## src/rtl/rt_pkg.sv

```systemverilog
// rt_pkg: shared types and constants for the scene loader front end.
// Default build: 27-word scene, 32-bit AXIS data.
package rt_pkg;
  localparam int SCENE_WORDS = 27;
  localparam int AXIS_DATA_W = 32;

  typedef enum logic [2:0] {
    IDLE,
    DRAIN,
    ARMED,
    BUSY
  } loader_state_t;

  typedef logic [$clog2(SCENE_WORDS+1)-1:0] scene_idx_t;
endpackage

```

## src/rtl/scene_loader.sv

```systemverilog
// scene_loader: AXIS slave that frames, stages and commits a scene bank.
// SCENE_LOADER_CKSUM_EN adds a trailing mod-2^32 checksum beat.
module scene_loader
  import rt_pkg::*;
#(
  parameter int DATA_W        = AXIS_DATA_W,
  parameter int PAYLOAD_WORDS = SCENE_WORDS
) (
  input  logic                            aclk,
  input  logic                            resetn,
  output logic                            s_axis_tready,
  input  logic [DATA_W-1:0]               s_axis_tdata,
  input  logic                            s_axis_tlast,
  input  logic                            s_axis_tvalid,
  output logic [PAYLOAD_WORDS*DATA_W-1:0] scene_o,
  output logic                            start_o,
  input  logic                            render_done_i,
  output logic                            busy_o,
`ifdef SCENE_LOADER_CKSUM_EN
  output logic                            err_cksum_o,
`endif
  output logic                            err_short_o,
  output logic                            err_long_o
);
  localparam int CW = $clog2(PAYLOAD_WORDS+1);
`ifdef SCENE_LOADER_CKSUM_EN
  localparam int FRAME_LEN = PAYLOAD_WORDS + 1;
`else
  localparam int FRAME_LEN = PAYLOAD_WORDS;
`endif
  localparam logic [CW-1:0] LAST_IDX = CW'(FRAME_LEN - 1);

  typedef logic [PAYLOAD_WORDS-1:0][DATA_W-1:0] bank_t;

  loader_state_t state_q, state_d;
  logic [CW-1:0] cnt_q, cnt_d;
  bank_t stage_q, stage_d;
  bank_t scene_q, scene_d;
  logic rdy_q;
  logic err_short_q, err_short_d;
  logic err_long_q, err_long_d;
  logic beat, store, sum_ok;

`ifdef SCENE_LOADER_CKSUM_EN
  logic [DATA_W-1:0] sum_q, sum_d;
  logic err_cksum_q, err_cksum_d;
  // the checksum beat sits past the bank and is only compared
  assign store       = cnt_q < CW'(PAYLOAD_WORDS);
  assign sum_ok      = sum_q == s_axis_tdata;
  assign err_cksum_o = err_cksum_q;
`else
  assign store  = 1'b1;
  assign sum_ok = 1'b1;
`endif

  assign beat        = s_axis_tvalid && s_axis_tready;
  assign scene_o     = scene_q;
  assign err_short_o = err_short_q;
  assign err_long_o  = err_long_q;

  always_ff @(posedge aclk or negedge resetn) begin
    if (!resetn) begin
      state_q     <= IDLE;
      cnt_q       <= '0;
      stage_q     <= '0;
      scene_q     <= '0;
      rdy_q       <= 1'b0;
      err_short_q <= 1'b0;
      err_long_q  <= 1'b0;
`ifdef SCENE_LOADER_CKSUM_EN
      sum_q       <= '0;
      err_cksum_q <= 1'b0;
`endif
    end else begin
      state_q     <= state_d;
      cnt_q       <= cnt_d;
      stage_q     <= stage_d;
      scene_q     <= scene_d;
      rdy_q       <= 1'b1;
      err_short_q <= err_short_d;
      err_long_q  <= err_long_d;
`ifdef SCENE_LOADER_CKSUM_EN
      sum_q       <= sum_d;
      err_cksum_q <= err_cksum_d;
`endif
    end
  end

  always_comb begin
    state_d     = state_q;
    cnt_d       = cnt_q;
    stage_d     = stage_q;
    scene_d     = scene_q;
    err_short_d = err_short_q;
    err_long_d  = err_long_q;
`ifdef SCENE_LOADER_CKSUM_EN
    sum_d       = sum_q;
    err_cksum_d = err_cksum_q;
`endif
    unique case (state_q)
      IDLE: begin
        if (beat) begin
          cnt_d = cnt_q + 1'b1;
          if (store) begin
            stage_d[cnt_q] = s_axis_tdata;
`ifdef SCENE_LOADER_CKSUM_EN
            sum_d = sum_q + s_axis_tdata;
`endif
          end
          if (s_axis_tlast) begin
            cnt_d = '0;
`ifdef SCENE_LOADER_CKSUM_EN
            sum_d = '0;
`endif
            if (cnt_q != LAST_IDX) begin
              err_short_d = 1'b1;
            end else if (!sum_ok) begin
`ifdef SCENE_LOADER_CKSUM_EN
              err_cksum_d = 1'b1;
`endif
            end else begin
              scene_d = stage_d;
              state_d = ARMED;
            end
          end else if (cnt_q == LAST_IDX) begin
            err_long_d = 1'b1;
            state_d    = DRAIN;
          end
        end
      end
      DRAIN: begin
        if (beat && s_axis_tlast) begin
          cnt_d   = '0;
          state_d = IDLE;
`ifdef SCENE_LOADER_CKSUM_EN
          sum_d   = '0;
`endif
        end
      end
      ARMED: state_d = BUSY;
      BUSY: begin
        if (render_done_i) state_d = IDLE;
      end
      default: state_d = IDLE;
    endcase
  end

  always_comb begin
    s_axis_tready = 1'b0;
    start_o       = 1'b0;
    busy_o        = 1'b0;
    unique case (state_q)
      IDLE, DRAIN: s_axis_tready = rdy_q;
      ARMED: begin
        start_o = 1'b1;
        busy_o  = 1'b1;
      end
      BUSY: busy_o = 1'b1;
      default: ;
    endcase
  end
endmodule
```

## config.mk

```make
export PLATFORM = sky130hd
export DESIGN_NAME = scene_loader
export DESIGN_NICKNAME = d
export VERILOG_FILES = /design/src/rtl/rt_pkg.sv /design/src/rtl/scene_loader.sv
export SDC_FILE = /design/constraint.sdc
export NUM_CORES = 2
export LEC_CHECK = 0
export CAP_MARGIN = 15
export CORE_ASPECT_RATIO = 0.5
export CORE_MARGIN = 5
export CORE_UTILIZATION = 56
export DETAILED_ROUTE_END_ITERATION = 8
export PLACE_DENSITY = 0.8
export SYNTH_ARGS = -nofsm -noshare
export SYNTH_HDL_FRONTEND = slang
export SYNTH_SLANG_ARGS = --single-unit
```

## constraint.sdc

```tcl
create_clock -name aclk -period 2.9 [get_ports aclk]
set_clock_uncertainty 0.1 [all_clocks]
set_input_delay 0.58 -clock aclk [delete_from_list [all_inputs] [get_ports aclk]]
set_output_delay 0.58 -clock aclk [all_outputs]
set_load 0.02 [all_outputs]
```

==> Word level (Yosys, flattened, before mapping) <==
Cells that the tools add are included.
{ "word_totals": {"reg_bits": 1739, "latchBits": 0, "ram_bits": 0, "romBits": 0, "input_bits": 37, "out_inout_bits": 869, "wordCells": 104, "mem_count": 0} }
{ "classes": {"n_addsub": 1, "multipliers": 0, "div_mod_pow": 0, "order_cmp": 2, "eq_ne": 10, "shifts": 0, "n_mux": 17, "bitwise_logic": 2, "n_reduce_logical": 13} }
{ "ops": {"columns": ["cell", "count"], "rows": [
  ["bitwise mux 864 bit", 1],
  ["demux 32 bit (select 5 bit)", 1],
  ["2-to-1 mux 32 bit", 1],
  ["2-to-1 mux 3 bit", 6],
  ["2-to-1 mux 5 bit", 3],
  ["case mux 3 bit (4 select lines)", 1],
  ["AND reduction 4 bit", 3],
  ["case mux 5 bit (2 select lines)", 1],
  ["equality test 3 x 2 -> 1 bit (second input constant)", 2],
  ["less-than comparator 5 x 6 -> 1 bit (second input constant)", 1],
  ["!= test 2 bit (second input constant)", 3],
  ["!= test 3 bit (second input constant)", 2],
  ["adder 5 x 1 -> 5 bit (second input constant)", 1],
  ["equality test 5 bit (second input constant)", 1],
  ["greater-or-equal comparator 5 x 1 -> 1 bit (second input constant)", 1],
  ["!= test 5 bit (second input constant)", 1],
  ["AND reduction 5 bit", 1],
  ["OR reduction 2 bit", 2],
  ["equality test 3 x 1 -> 1 bit (second input constant)", 1],
  ["logical AND 1 bit", 3],
  ["logical NOT 3 bit", 1],
  ["2-to-1 mux 1 bit", 3],
  ["AND reduction 3 bit", 1],
  ["NOT 1 bit", 2],
  ["2 further kinds", 2]
]} }

==> Longest topological paths before layout <==
{ "depth": {"ltp_word": 7, "mapped_depth": 9, "ltp_nobuf": 5} }

==> Worst setup path before layout <==
OpenSTA, ideal clock, no wires.
{ "synth_path": {"path_type": "register to register", "start": "reg cnt_q[0]", "end": "reg scene_q (netlist bit scene_o[22])", "setup_ps": 127, "t_arrival_ps": 2123, "t_required_ps": 2673, "setup_slack_ps": 550, "stages_incl_launch_ff": 8, "path_buffers": 2, "period_less_slack_ps": 2350, "path_cell_list": "dfrtp_1 inv_1 ha_1 clkbuf_1 nor4b_4 buf_6 mux2_2 mux2_1"} }
{ "synth_via": {"elab_chain_cells": 5, "word_cells_on_any_way": 9, "classes_between": "2 x order compare; 1 x eq/ne; 3 x mux; 1 x bitwise; 2 x reduce/logical"} }
{ "synth_lines": {"columns": ["item", "line_no", "text"], "rows": [
  ["start, declared", "scene_loader.sv:36", "logic [CW-1:0] cnt_q, cnt_d;"],
  ["start signal, assigned", "scene_loader.sv:76", "cnt_q <= cnt_d;"],
  ["less-than comparator 5 x 6 -> 1 bit (implied by the code) / greater-or-equal comparator 5 x 1 -> 1 bit (equally long branches)", "scene_loader.sv:105", "stage_d[cnt_q] = s_axis_tdata;"],
  ["logical AND 1 bit (implied by the code)", "scene_loader.sv:105", null],
  ["2-to-1 mux 32 bit (implied by the code)", "scene_loader.sv:105", null],
  ["demux 32 bit (select 5 bit)", "scene_loader.sv:105", null],
  ["bitwise mux 864 bit", "scene_loader.sv:105", null],
  ["end signal, assigned", "scene_loader.sv:78", "scene_q <= scene_d;"],
  ["end, declared", "scene_loader.sv:38", "bank_t scene_q, scene_d;"]
]} }
Parallel ways exist; a longest one is shown, timed or not.
A chain may end at the register's enable or synchronous reset.

==> Worst setup path in the final report <==
{ "layout_path": {"start": "reg state_q[1]", "end": "out s_axis_tready"} }
{ "layout_via": {"elab_chain_cells": 3, "word_cells_on_any_way": 4, "classes_between": "1 x eq/ne; 1 x mux; 2 x reduce/logical"} }
{ "layout_lines": {"columns": ["item", "line_no", "text"], "rows": [
  ["start, declared", "scene_loader.sv:35", "loader_state_t state_q, state_d;"],
  ["start signal, assigned", "scene_loader.sv:75", "state_q <= state_d;"],
  ["equality test 3 x 1 -> 1 bit / logical NOT 3 bit (equally long branches)", "scene_loader.sv:152", "unique case (state_q)"],
  ["OR reduction 2 bit (*)", "scene_loader.sv:152", null],
  ["2-to-1 mux 1 bit (*)", "scene_loader.sv:152", null],
  ["end, declared", "scene_loader.sv:11", "output logic s_axis_tready,"]
]} }
Mark *: on every way between the ends. The rest lies on a longest branch, timed or not.

==> impl_metrics.ini <==
[global_routing]
grt_max_degree = 101
antenna_found_initial = 3
grt_first_pass_wirelength_um = 311000
gr-total-overflow = 0
grt_pass1_vias = 47800
grt_use_total_pct = 29.1

[hold_path]
min_path_type = input port to flip-flop
worstHoldStart = s_axis_tdata[17]

[detailed_routing]
dr.pass1.iters = 7
drc = 0
viasPerCell = 5.79
wl_per_cell_um = 27.6
wirelength_um = 209000
num_vias = 43700
antenna_left = 0
dr.first_iter.drc_count = 2201

[synth]
synth_area_um2 = 74900
ys_ff_latch = 1706
ys_warn_count = 0
syn_avg_cell_area_um2 = 15.5
synth_cell_types = 43
seq_area_frac_synth_pct = 57.0
async_flop_share_pct = 100
syn-instance-count = 4816
synthesis.nets = 4857
synth_edf_count = 0
synth_flop_cell = dfrtp_1

[worst_setup_path]
slowest_delay_ps = 650
cp-start-kind = flip-flop
cp.required_ps = 2220
crit_family = buffers and inverters
crit_slowest_cell = clkdlybuf4s50_1
reg2reg_from = cnt_q[0]
endpoint_kind = output port
critical_path_buf_inv_count = 1
cp-startpoint = state_q[1]
path_class = flip-flop to output port
path_cells = nor2b_2 > clkdlybuf4s50_1
cp_max_fo = 10
worstPathArrival_ps = 2170

[placement]
postPlaceCellArea_um2 = 86900
place_congestion = 0.851
port-buffer-count = 905
dp_slack_ps = 13.5
dpl.hpwl_um = 142000

[floorplanning]
coreArea_um2 = 132000
start_util_pct = 56.6
die_h_um = 269
fp.dieW_um = 527
placement_rows = 94
die_area_um2 = 142000
ios = 906

[outcome]
outcome = completed

[timing]
setup-tns-final_ps = 0
period_needed_ps = 2850
rsz0062_at_grt = false
final_hold_viol_count = 0
period_share_pct = 98.3
relSlewSlack_pct = 27.9
finalSetupViolCount = 0
worst_pin_slew_ps = 1080
drv_slew = 0
fin_ws_ps = 48.0
clock.fmax_mhz = 351

[finish]
syn_to_final_growth_pct = 23.0
fillCellCount = 8601
drive_above_1_share_pct = 48.2
layout.cells.most_common = mux2_2
nets = 5691
finalInstanceArea_um2 = 92100
layout_common_cells = mux2_2, dfrtp_1, clkdlybuf4s50_1, mux2_1, clkbuf_16

[clock_network]
h-tree-depth = 4
cts_root_buffer = clkbuf_16
cts_setup_buffers = 0
clockBufferDepth = 3
numCtsBuffers = 149
clkTransAtPathRegs_ps = 70
cts_sinks = 1706
tritoncts = built
clk_latency_ps = 760

[power_and_ir_drop]
ir_drop_mv = 0.715
leakagePower_nw = 45.6
power_density_nw_per_um2 = 600

[job]
max-cap-violations = 0
[layer usage]
layer	routed length, um	GRT usage, %	vias up
li1	-	-	18800
met1	81100	35.2	23400
met2	107000	50.8	1089
met3	6640	3.50	473
met4	13700	17.8	0
met5	0	0	-
[through the flow]
stage | power (mW) | std cells | utilization [%] | hold slack, ps
6_report | 55.2 | 7552 | 69.6 | 172
5_1_grt | 57.2 | 7548 | 69.6 | 148
4_1_cts | 55.5 | 7545 | 69.6 | 119
3_5_place_dp | 34.5 | 7274 | 65.7 | 367
3_3_place_gp | 34.1 | 7274 | 65.7 | 363
2_1_floorplan | 32.0 | 4816 | - | 184
[synth_stat cells (2+ instances only)]
library cell  count  area, um^2
mux2_1          329        3700
o31ai_1           2        15.0
inv_1             8        30.0
buf_1            29         109
nor4b_4           4        95.1
and4bb_2          5        62.6
or3_1             3        18.8
or2_2             9        56.3
nand4b_1         10        87.6
and4bb_1          2        25.0
mux2_4           30         450
nor2b_1           3        18.8
a21oi_1           2        10.0
ha_1              4        50.1
nand2_1          16        60.1
mux2_2         2169       24400
dfrtp_1        1706       42700
clkbuf_1        210         788
clkbuf_2          2        10.0
buf_4             8        60.1
buf_6           110        1240
buf_2           125         626
nor4bb_1          6        60.1
o21ai_0           5        25.0
[sequential cells by signal, summed over array words and instances (netlist names)]
signal	cells
state_q	2
stage_q	832
rdy_q	1
cnt_q	5
err_long_o	1
scene_o	864
err_short_o	1
[cell families after synthesis]
group	after synthesis	share of synthesized area (%)
compound gates	14	0.120
fa+ha+maj	4	0.0668
buf+inv	492	3.82
flops	1706	57.0
mux	2529	38.2
other cells	1	0.00501
simple gates	70	0.795
[repair_timing]
| item | CTS | global route |
|---|---|---|
| hold endpoints to repair | 124 | 0 |
| gates cloned | 0 | 0 |
| resized for setup | 3 | 1 |
| setup endpoints to repair | 2 | 63 |
| hold buffers | 1 | 0 |
| pin swaps | 0 | 0 |
[where the power goes]
part	total (mW)	switching, mW	leakage, nW	internal, mW
registers	26.7	1.03	23.5	25.7
clock network	21.0	9.02	2.54	12.0
logic	7.46	3.33	19.6	4.13
total	55.2	13.4	45.6	41.8
[cell type report]
class                           count  area (um^2)  share of cell area [%]
Timing Repair Buffer             1167        12500                    13.5
Inverter                            8         30.0                  0.0326
Tap cell                         1776         2220                    2.41
Antenna cell                        7         17.5                  0.0190
Multi-Input combinational cell   2618        29500                    32.0
Sequential cell                  1706        42700                    46.4
Clock buffer                      223         4540                    4.93
Clock inverter                     47          651                   0.707
[final timing paths]
kind	to	slack (ps)	cells after the start
hold / removal	stage_q[177]	170	2
hold reg to reg	scene_o[860]	380	1
setup reg to reg	scene_o[738]	190	8
setup / recovery	s_axis_tready	50	2
min in group asynchronous	scene_o[129]	190	2
max in group asynchronous	scene_o[440]	1280	4
Power figures use the tool's default switching activity.
